===== config.mk =====
export PLATFORM = sky130hd
export DESIGN_NAME = mem_responder_flat
export DESIGN_NICKNAME = d
export VERILOG_FILES = /design/src/rtl/mem_pkg.sv /design/src/rtl/mem_responder_if.sv /design/src/rtl/mem_responder.sv /design/src/flat_wrapper.sv
export SDC_FILE = /design/constraint.sdc
export NUM_CORES = 1
export LEC_CHECK = 0
export ABC_AREA = 1
export CORE_MARGIN = 8
export CORE_UTILIZATION = 28
export DETAILED_ROUTE_END_ITERATION = 8
export HOLD_SLACK_MARGIN = 0.03
export PLACE_DENSITY = 0.49
export SYNTH_ARGS = -nofsm -noshare
export SYNTH_HDL_FRONTEND = slang
export SYNTH_SLANG_ARGS = --single-unit

===== constraint.sdc =====
create_clock -name clk -period 1.5 [get_ports clk]
set_input_delay 0.15 -clock clk [delete_from_list [all_inputs] [get_ports clk]]
set_output_delay 0.15 -clock clk [all_outputs]
set_load 0.005 [all_outputs]

===== src/rtl/mem_pkg.sv =====
// Shared types and constants for the memory responder.
package mem_pkg;

    localparam int AW_DEF    = 16;
    localparam int HW_DEF    = 16;
    // Byte distance between consecutive halfwords.
    localparam int HALF_STEP = 2;

    typedef enum logic [2:0] {
        IDLE      = 3'd0,
        WRITE     = 3'd1,
        RD_LO     = 3'd2,
        RD_LO_CAP = 3'd3,
        RD_HI_CAP = 3'd4,
        RESP      = 3'd5
    } state_t;

endpackage


===== src/rtl/mem_responder_if.sv =====
// Core-side request/response bus of the memory responder.
interface mem_responder_if
    import mem_pkg::*;
#(
    parameter int AW = AW_DEF,
    parameter int HW = HW_DEF
) ();

    logic            req;
    logic            we;
    logic            fetch;
    logic [AW-1:0]   addr;
    logic [HW-1:0]   wd;
    logic [2*HW-1:0] rd;
    logic            ready;

    // Core issues requests and waits for ready.
    modport master (
        output req, we, fetch, addr, wd,
        input  rd, ready
    );

    // Responder accepts requests and returns read data.
    modport slave (
        input  req, we, fetch, addr, wd,
        output rd, ready
    );

endinterface


===== src/rtl/mem_responder.sv =====
// Memory-side responder: serves halfword writes, data reads and
// variable-length instruction fetches against a 1-cycle-latency RAM.
module mem_responder
    import mem_pkg::*;
#(
    parameter int AW       = AW_DEF,
    parameter int HW       = HW_DEF,
    parameter int LONG_BIT = 0
) (
    input  logic          clk,
    input  logic          reset,
    mem_responder_if.slave bus,
    output logic [AW-1:0] mem_addr,
    output logic          mem_we,
    output logic [HW-1:0] mem_wdata,
    input  logic [HW-1:0] mem_rdata
);

    state_t            state_q;
    logic [AW-1:0]     a_q;
    logic [HW-1:0]     wd_q;
    logic              fetch_q;
    logic [HW-1:0]     lo_q;
    logic [2*HW-1:0]   rd_q;
    logic              ready_q;

    logic              long_s;
    logic [AW-1:0]     a_next_s;
    logic              unused_addr_bit_s;

    // Only fetches may be extended to a second halfword.
    assign long_s            = fetch_q & mem_rdata[LONG_BIT];
    // Wraps modulo 2^AW by construction of the AW-bit sum.
    assign a_next_s          = a_q + AW'(HALF_STEP);
    // Requests are halfword aligned; the byte-select bit is dropped.
    assign unused_addr_bit_s = bus.addr[0];

    // Request sequencing, data capture and the ready pulse.
    always_ff @(posedge clk) begin
        if (reset) begin
            state_q <= IDLE;
            a_q     <= {AW{1'b0}};
            wd_q    <= {HW{1'b0}};
            fetch_q <= 1'b0;
            lo_q    <= {HW{1'b0}};
            rd_q    <= {(2*HW){1'b0}};
            ready_q <= 1'b0;
        end else begin
            ready_q <= 1'b0;
            case (state_q)
                IDLE: begin
                    if (bus.req) begin
                        a_q     <= {bus.addr[AW-1:1], 1'b0};
                        wd_q    <= bus.wd;
                        fetch_q <= bus.fetch;
                        state_q <= bus.we ? WRITE : RD_LO;
                    end else begin
                        state_q <= IDLE;
                    end
                end
                WRITE: begin
                    state_q <= RESP;
                    ready_q <= 1'b1;
                end
                RD_LO: begin
                    state_q <= RD_LO_CAP;
                end
                RD_LO_CAP: begin
                    lo_q <= mem_rdata;
                    if (long_s) begin
                        state_q <= RD_HI_CAP;
                    end else begin
                        rd_q    <= {{HW{1'b0}}, mem_rdata};
                        state_q <= RESP;
                        ready_q <= 1'b1;
                    end
                end
                RD_HI_CAP: begin
                    rd_q    <= {mem_rdata, lo_q};
                    state_q <= RESP;
                    ready_q <= 1'b1;
                end
                RESP: begin
                    state_q <= IDLE;
                end
                default: begin
                    state_q <= IDLE;
                end
            endcase
        end
    end

    // RAM address: second halfword only while a long fetch is being extended.
    always_comb begin
        mem_addr = a_q;
        if ((state_q == RD_LO_CAP) && long_s) begin
            mem_addr = a_next_s;
        end else begin
            mem_addr = a_q;
        end
    end

    // Write strobe is suppressed during reset so an aborted write never lands.
    assign mem_we    = (state_q == WRITE) & ~reset;
    assign mem_wdata = wd_q;
    assign bus.rd    = rd_q;
    assign bus.ready = ready_q;

endmodule


===== src/flat_wrapper.sv =====
// flat-port wrapper written by rule: the top's interface ports become plain ports
module mem_responder_flat import mem_pkg::*;
#(
    parameter int AW       = AW_DEF,
    parameter int HW       = HW_DEF,
    parameter int LONG_BIT = 0
)
  (clk, reset, mem_addr, mem_we, mem_wdata, mem_rdata, bus_req, bus_we, bus_fetch, bus_addr, bus_wd, bus_rd, bus_ready);
  mem_responder_if #(.AW(AW), .HW(HW)) bus_i ();
  input  logic clk;
  input  logic reset;
  output logic [AW-1:0] mem_addr;
  output logic mem_we;
  output logic [HW-1:0] mem_wdata;
  input  logic [HW-1:0] mem_rdata;
  input wire logic [$bits(bus_i.req)-1:0] bus_req;
  input wire logic [$bits(bus_i.we)-1:0] bus_we;
  input wire logic [$bits(bus_i.fetch)-1:0] bus_fetch;
  input wire logic [$bits(bus_i.addr)-1:0] bus_addr;
  input wire logic [$bits(bus_i.wd)-1:0] bus_wd;
  output wire logic [$bits(bus_i.rd)-1:0] bus_rd;
  output wire logic [$bits(bus_i.ready)-1:0] bus_ready;
  assign bus_i.req = bus_req;
  assign bus_i.we = bus_we;
  assign bus_i.fetch = bus_fetch;
  assign bus_i.addr = bus_addr;
  assign bus_i.wd = bus_wd;
  assign bus_rd = bus_i.rd;
  assign bus_ready = bus_i.ready;
  mem_responder #(.AW(AW), .HW(HW), .LONG_BIT(LONG_BIT)) u_core (.clk(clk), .reset(reset), .bus(bus_i), .mem_addr(mem_addr), .mem_we(mem_we), .mem_wdata(mem_wdata), .mem_rdata(mem_rdata));
endmodule

* After elaboration in Yosys (flattened, before gate mapping)
Cells that the tools add are included.
** Word-level totals
- Register bits after elaboration :: 84
- Bits of input ports :: 53
- Output and inout port bits :: 66
- Word-level logic and storage cells :: 31
** Operators by class
- Add/subtract/negate cells :: 1
- Equal/unequal tests :: 5
- Muxes and demuxes :: 9
- Bitwise logic cells :: 3
- Reduce and logical (&&, ||, !) cells :: 6
** Operators with widths (number)
- $pmux 32 s2 :: 1
- $mux 32 :: 1
- $add 16x2->16 const B :: 1
- $mux 16 :: 1
- $pmux 3 s4 :: 1
- $eq 3x2->1 const B :: 2
- $reduce_and 2->1 :: 2
- $eq 3x1->1 const B :: 1
- $eq 3x3->1 const B :: 1
- $logic_not 3->1 :: 1
- $mux 3 :: 1
- $and 1x1->1 :: 2
- $mux 1 :: 2
- $mux 2 :: 1
- $ne 2x2->1 const B :: 1
- $pmux 1 s2 :: 1
- $reduce_bool 2->1 :: 1
- $reduce_or 2->1 :: 1
- $logic_and 1x1->1 :: 1
- $not 1->1 :: 1

* Depth between registers and ports, before layout
- Word-level depth :: 3
- Gate-level depth with buffers :: 8
- Mapped depth without buffers :: 8

* Worst setup path before layout
Ideal clock, no wire load.
- Kind :: flip-flop to output port
- From :: reg u_core.a_q[2]
- To :: out mem_addr[11]
- Data arrival time :: 1.170 ns
- Required time :: 1.350 ns
- Slack :: 0.180 ns
- Cell stages (with the launch flop) :: 7
- Path buffers :: 0
- Cell sequence :: dfxtp_1 ha_1 nand3_1 nor2_1 nand2_2 nor2_2 xor2_1
** Between the ends
- Longest elaborated chain between the ends :: 2
** Ends and longest elaborated chain
- start: declaration :: line mem_responder.sv:20 : logic [AW-1:0] a_q;
- start signal: assignment :: line mem_responder.sv:42 : a_q <= {AW{1'b0}};
- start signal: assignment :: line mem_responder.sv:53 : a_q <= {bus.addr[AW-1:1], 1'b0};
- $add 16x2->16 :: line mem_responder.sv:34 : assign a_next_s = a_q + AW'(HALF_STEP);
- $mux 16 :: line mem_responder.sv:96 : if ((state_q == RD_LO_CAP) && long_s) begin
- end: declaration :: line flat_wrapper.sv:12 : output logic [AW-1:0] mem_addr;
Every way passes these cells.

* Worst setup path in the final report
Same ends and word-level chain as after synthesis.

==> impl_metrics.json <==
{
  "status": "finished, violations left",
  "violations": "negative setup slack",
  "grt_max_degree": 66,
  "clkSinkCount": 84,
  "fp.coreArea_sq_um": 12500,
  "final_cell_area_sq_um": 5890,
  "dieHeight_um": 129,
  "slew_viol_final": 0,
  "grt_pass1_vias": 3534,
  "p_comb_share_pct": 39.9,
  "htree_levels": 3,
  "portBuffers": 116,
  "period_share_pct": 115,
  "path_class": "reg2out",
  "place.gp.congestion": 0.785,
  "synth_area_leader_cell": "dfxtp_1",
  "layout_commonest_cell": "nor2_1",
  "hold_class": "in2reg",
  "synth_top_area_share_pct": 47.1,
  "cap_violations": 0,
  "fmax_ghz": 0.578,
  "final_cell_mix": "108 x nor2_1, 106 x nand2_1, 100 x clkdlybuf4s50_1",
  "synth_nets": 553,
  "power.internal_uw": 6120,
  "hold_viol_final": 0,
  "crit_required_ps": 1350,
  "synth_cell_types": 29,
  "num_vias": 3643,
  "grt_pass1_wl_um": 18100,
  "drc": 0,
  "floorplan.initialDensity_pct": 28.5,
  "crit_arrival_ps": 1580,
  "fin_hold_ws_ps": 442,
  "nFillCells": 1274,
  "synth_seq_cells": 84,
  "cts_buffers": 9,
  "finalCriticalPeriod_ps": 1730,
  "syn_area_per_cell_sq_um": 7.15,
  "powerDensity_nw_per_um2": 1550,
  "setup_tns_ps": -4540,
  "yosys-top-cells-area": "dfxtp_1 47%, nor2_1 13%, nand2_1 12%, o21ai_0 8.7%, a21oi_1 3.5%",
  "p_sw_uw": 3010,
  "dpl.hpwl_um": 8310,
  "synthArstFlopShare_pct": 0,
  "clkLatencyLatePin_ps": 340,
  "rsz0062_at_grt": "true",
  "skew_ps": 5.14,
  "crit_path_end_kind": "primary output",
  "wire_per_inst_um": 14.1,
  "clockBufferDepth": 2,
  "leakage_uw": 0.00246,
  "die_w_um": 129,
  "routed_wl_um": 11900,
  "clockPowerShare_pct": 26.1,
  "cts_tree": "built",
  "finalSetupViolations": 48,
  "nets": 720,
  "postSynthCellCount": 499,
  "drive_gt1_share_pct": 23.7,
  "synth-seq-area-share_pct": 47.1,
  "grt_use_met2_pct": 23.9,
  "grt_use_total_pct": 13.8,
  "fin_ws_ps": -230,
  "drt_iter0_drc": 166,
  "placed_cell_area_sq_um": 5180,
  "n_antenna_cell": 0,
  "path_max_fanout": 3,
  "startpoint_type": "register",
  "grt_util_met3_pct": 3.60,
  "yosys_warnings": 0,
  "area_growth_pct": 65.0,
  "rows": 41,
  "antenna_found_initial": 0,
  "path_clk_slew_ps": 60,
  "syn_area_sq_um": 3570,
  "sw_frac_of_total_pct": 33.0,
  "peakVddDrop_uv": 635,
  "ctsHoldBuffers": 0,
  "drtAntennaViolNets": 0,
  "first_pass_iters": 4,
  "grt-ovfl-total": 0,
  "pwr-share-seq_pct": 34.0,
  "ys.flop_type": "dfxtp_1",
  "avgViaCountPerCell": 4.33,
  "synth_edf_count": 0,
  "grt_busiest_layer": "met2",
  "root_buffer": "clkbuf_16",
  "fp.dieArea_sq_um": 16600,
  "ios": 119,
  "use_met1_pct": 16.5
}
==> flip-flops by register name (all words and copies together) (netlist names) <==
signal / count
u_core.mem_wdata: 16
u_core.lo_q: 16
u_core.a_q: 15
u_core.bus.ready: 1
u_core.state_q: 3
u_core.fetch_q: 1
u_core.bus.rd: 32
==> worst paths after layout <==
check                          from                  end  slack (ps)  cells past startpoint
setup reg to reg  u_core.state_q[0]     u_core.bus.rd[6]        -100                      9
hold / removal            bus_wd[1]  u_core.mem_wdata[1]         440                      3
hold reg to reg   u_core.bus.rd[23]    u_core.bus.rd[23]         460                      2
setup / recovery      u_core.a_q[2]         mem_addr[11]        -230                      8
==> power by group through the flow <==
stage               Clock (uW)  Combinational [uW]  Sequential (uW)
finish                    2380                3640             3110
global route              2530                4010             3180
CTS                       2430                3310             3090
detailed placement           0                3290             3110
global placement             0                3260             3090
floorplan                    0                1450             3130
==> logic make-up (layout without fill, tap and decap cells) <==
kind of cell	after synthesis	count (layout)	synth area share, %
xor gates and xnor gates	10	10	2.45
adders and majority gates	1	1	0.350
AOI/OAI and AO/OA	93	93	13.5
buffers and inverters	45	216	6.13
DFF	84	84	47.1
and+or+nand+nor	265	265	30.4
other	1	1	0.105
==> through the flow <==
stage	util, %	setup slack (ps)	cells	total power (uW)
finish	47.1	-230	842	9130
global route	47.1	-321	842	9710
CTS	45.1	-317	831	8820
detailed placement	41.4	-526	805	6390
global placement	41.4	-515	805	6350
floorplan	-	180	499	4580
==> worst max-delay path, stage by stage, from the launching register on <==
cell     delay, ps
dfxtp_4        360
ha_4           140
nand3_4         80
nor2_4         120
nand2_4         80
nor2_4         110
buf_6          100
xor2_1         110
buf_2          120
==> cell usage after synthesis (2+ instances only) <==
cell      count
a21oi_1      25
buf_2         5
buf_4         3
buf_6         4
clkbuf_1     13
dfxtp_1      84
inv_1        15
inv_2         3
nand2_1     116
nand2_2       2
nand2_4       2
nand3_1       7
nand4_1       3
nor2_1      125
nor2_2        4
nor2_4        3
o21ai_0      62
o21ai_1       4
xnor2_1       3
xor2_1        7
==> final cells by class <==
cell class	count	area, sq um	share of cell area [%]
tap	172	215	3.65
clock inverter	4	73.8	1.25
multi-input combinational	370	1860	31.5
inverter	19	83.8	1.42
sequential	84	1700	28.8
timing repair inverter	3	36.3	0.616
clock buffer	11	243	4.12
timing repair buffer	179	1690	28.6
==> layer usage <==
| layer | up-vias | part of all wire, % | wire length, um |
|---|---|---|---|
| met5 | - | 0 | 0 |
| met3 | 7 | 4.5 | 532 |
| met1 | 1658 | 45 | 5350 |
| met2 | 66 | 50 | 5900 |
| li1 | 1912 | - | - |
| met4 | 0 | 0.96 | 114 |
==> what timing repair did <==
| action | in CTS | in global routing |
|---|---|---|
| setup endpoints to repair | 33 | 64 |
| gates cloned | 0 | 3 |
| setup buffers | 12 | 10 |
| pin swaps | 23 | 19 |
| resized for setup | 103 | 55 |
Power figures use the tool's default switching activity.
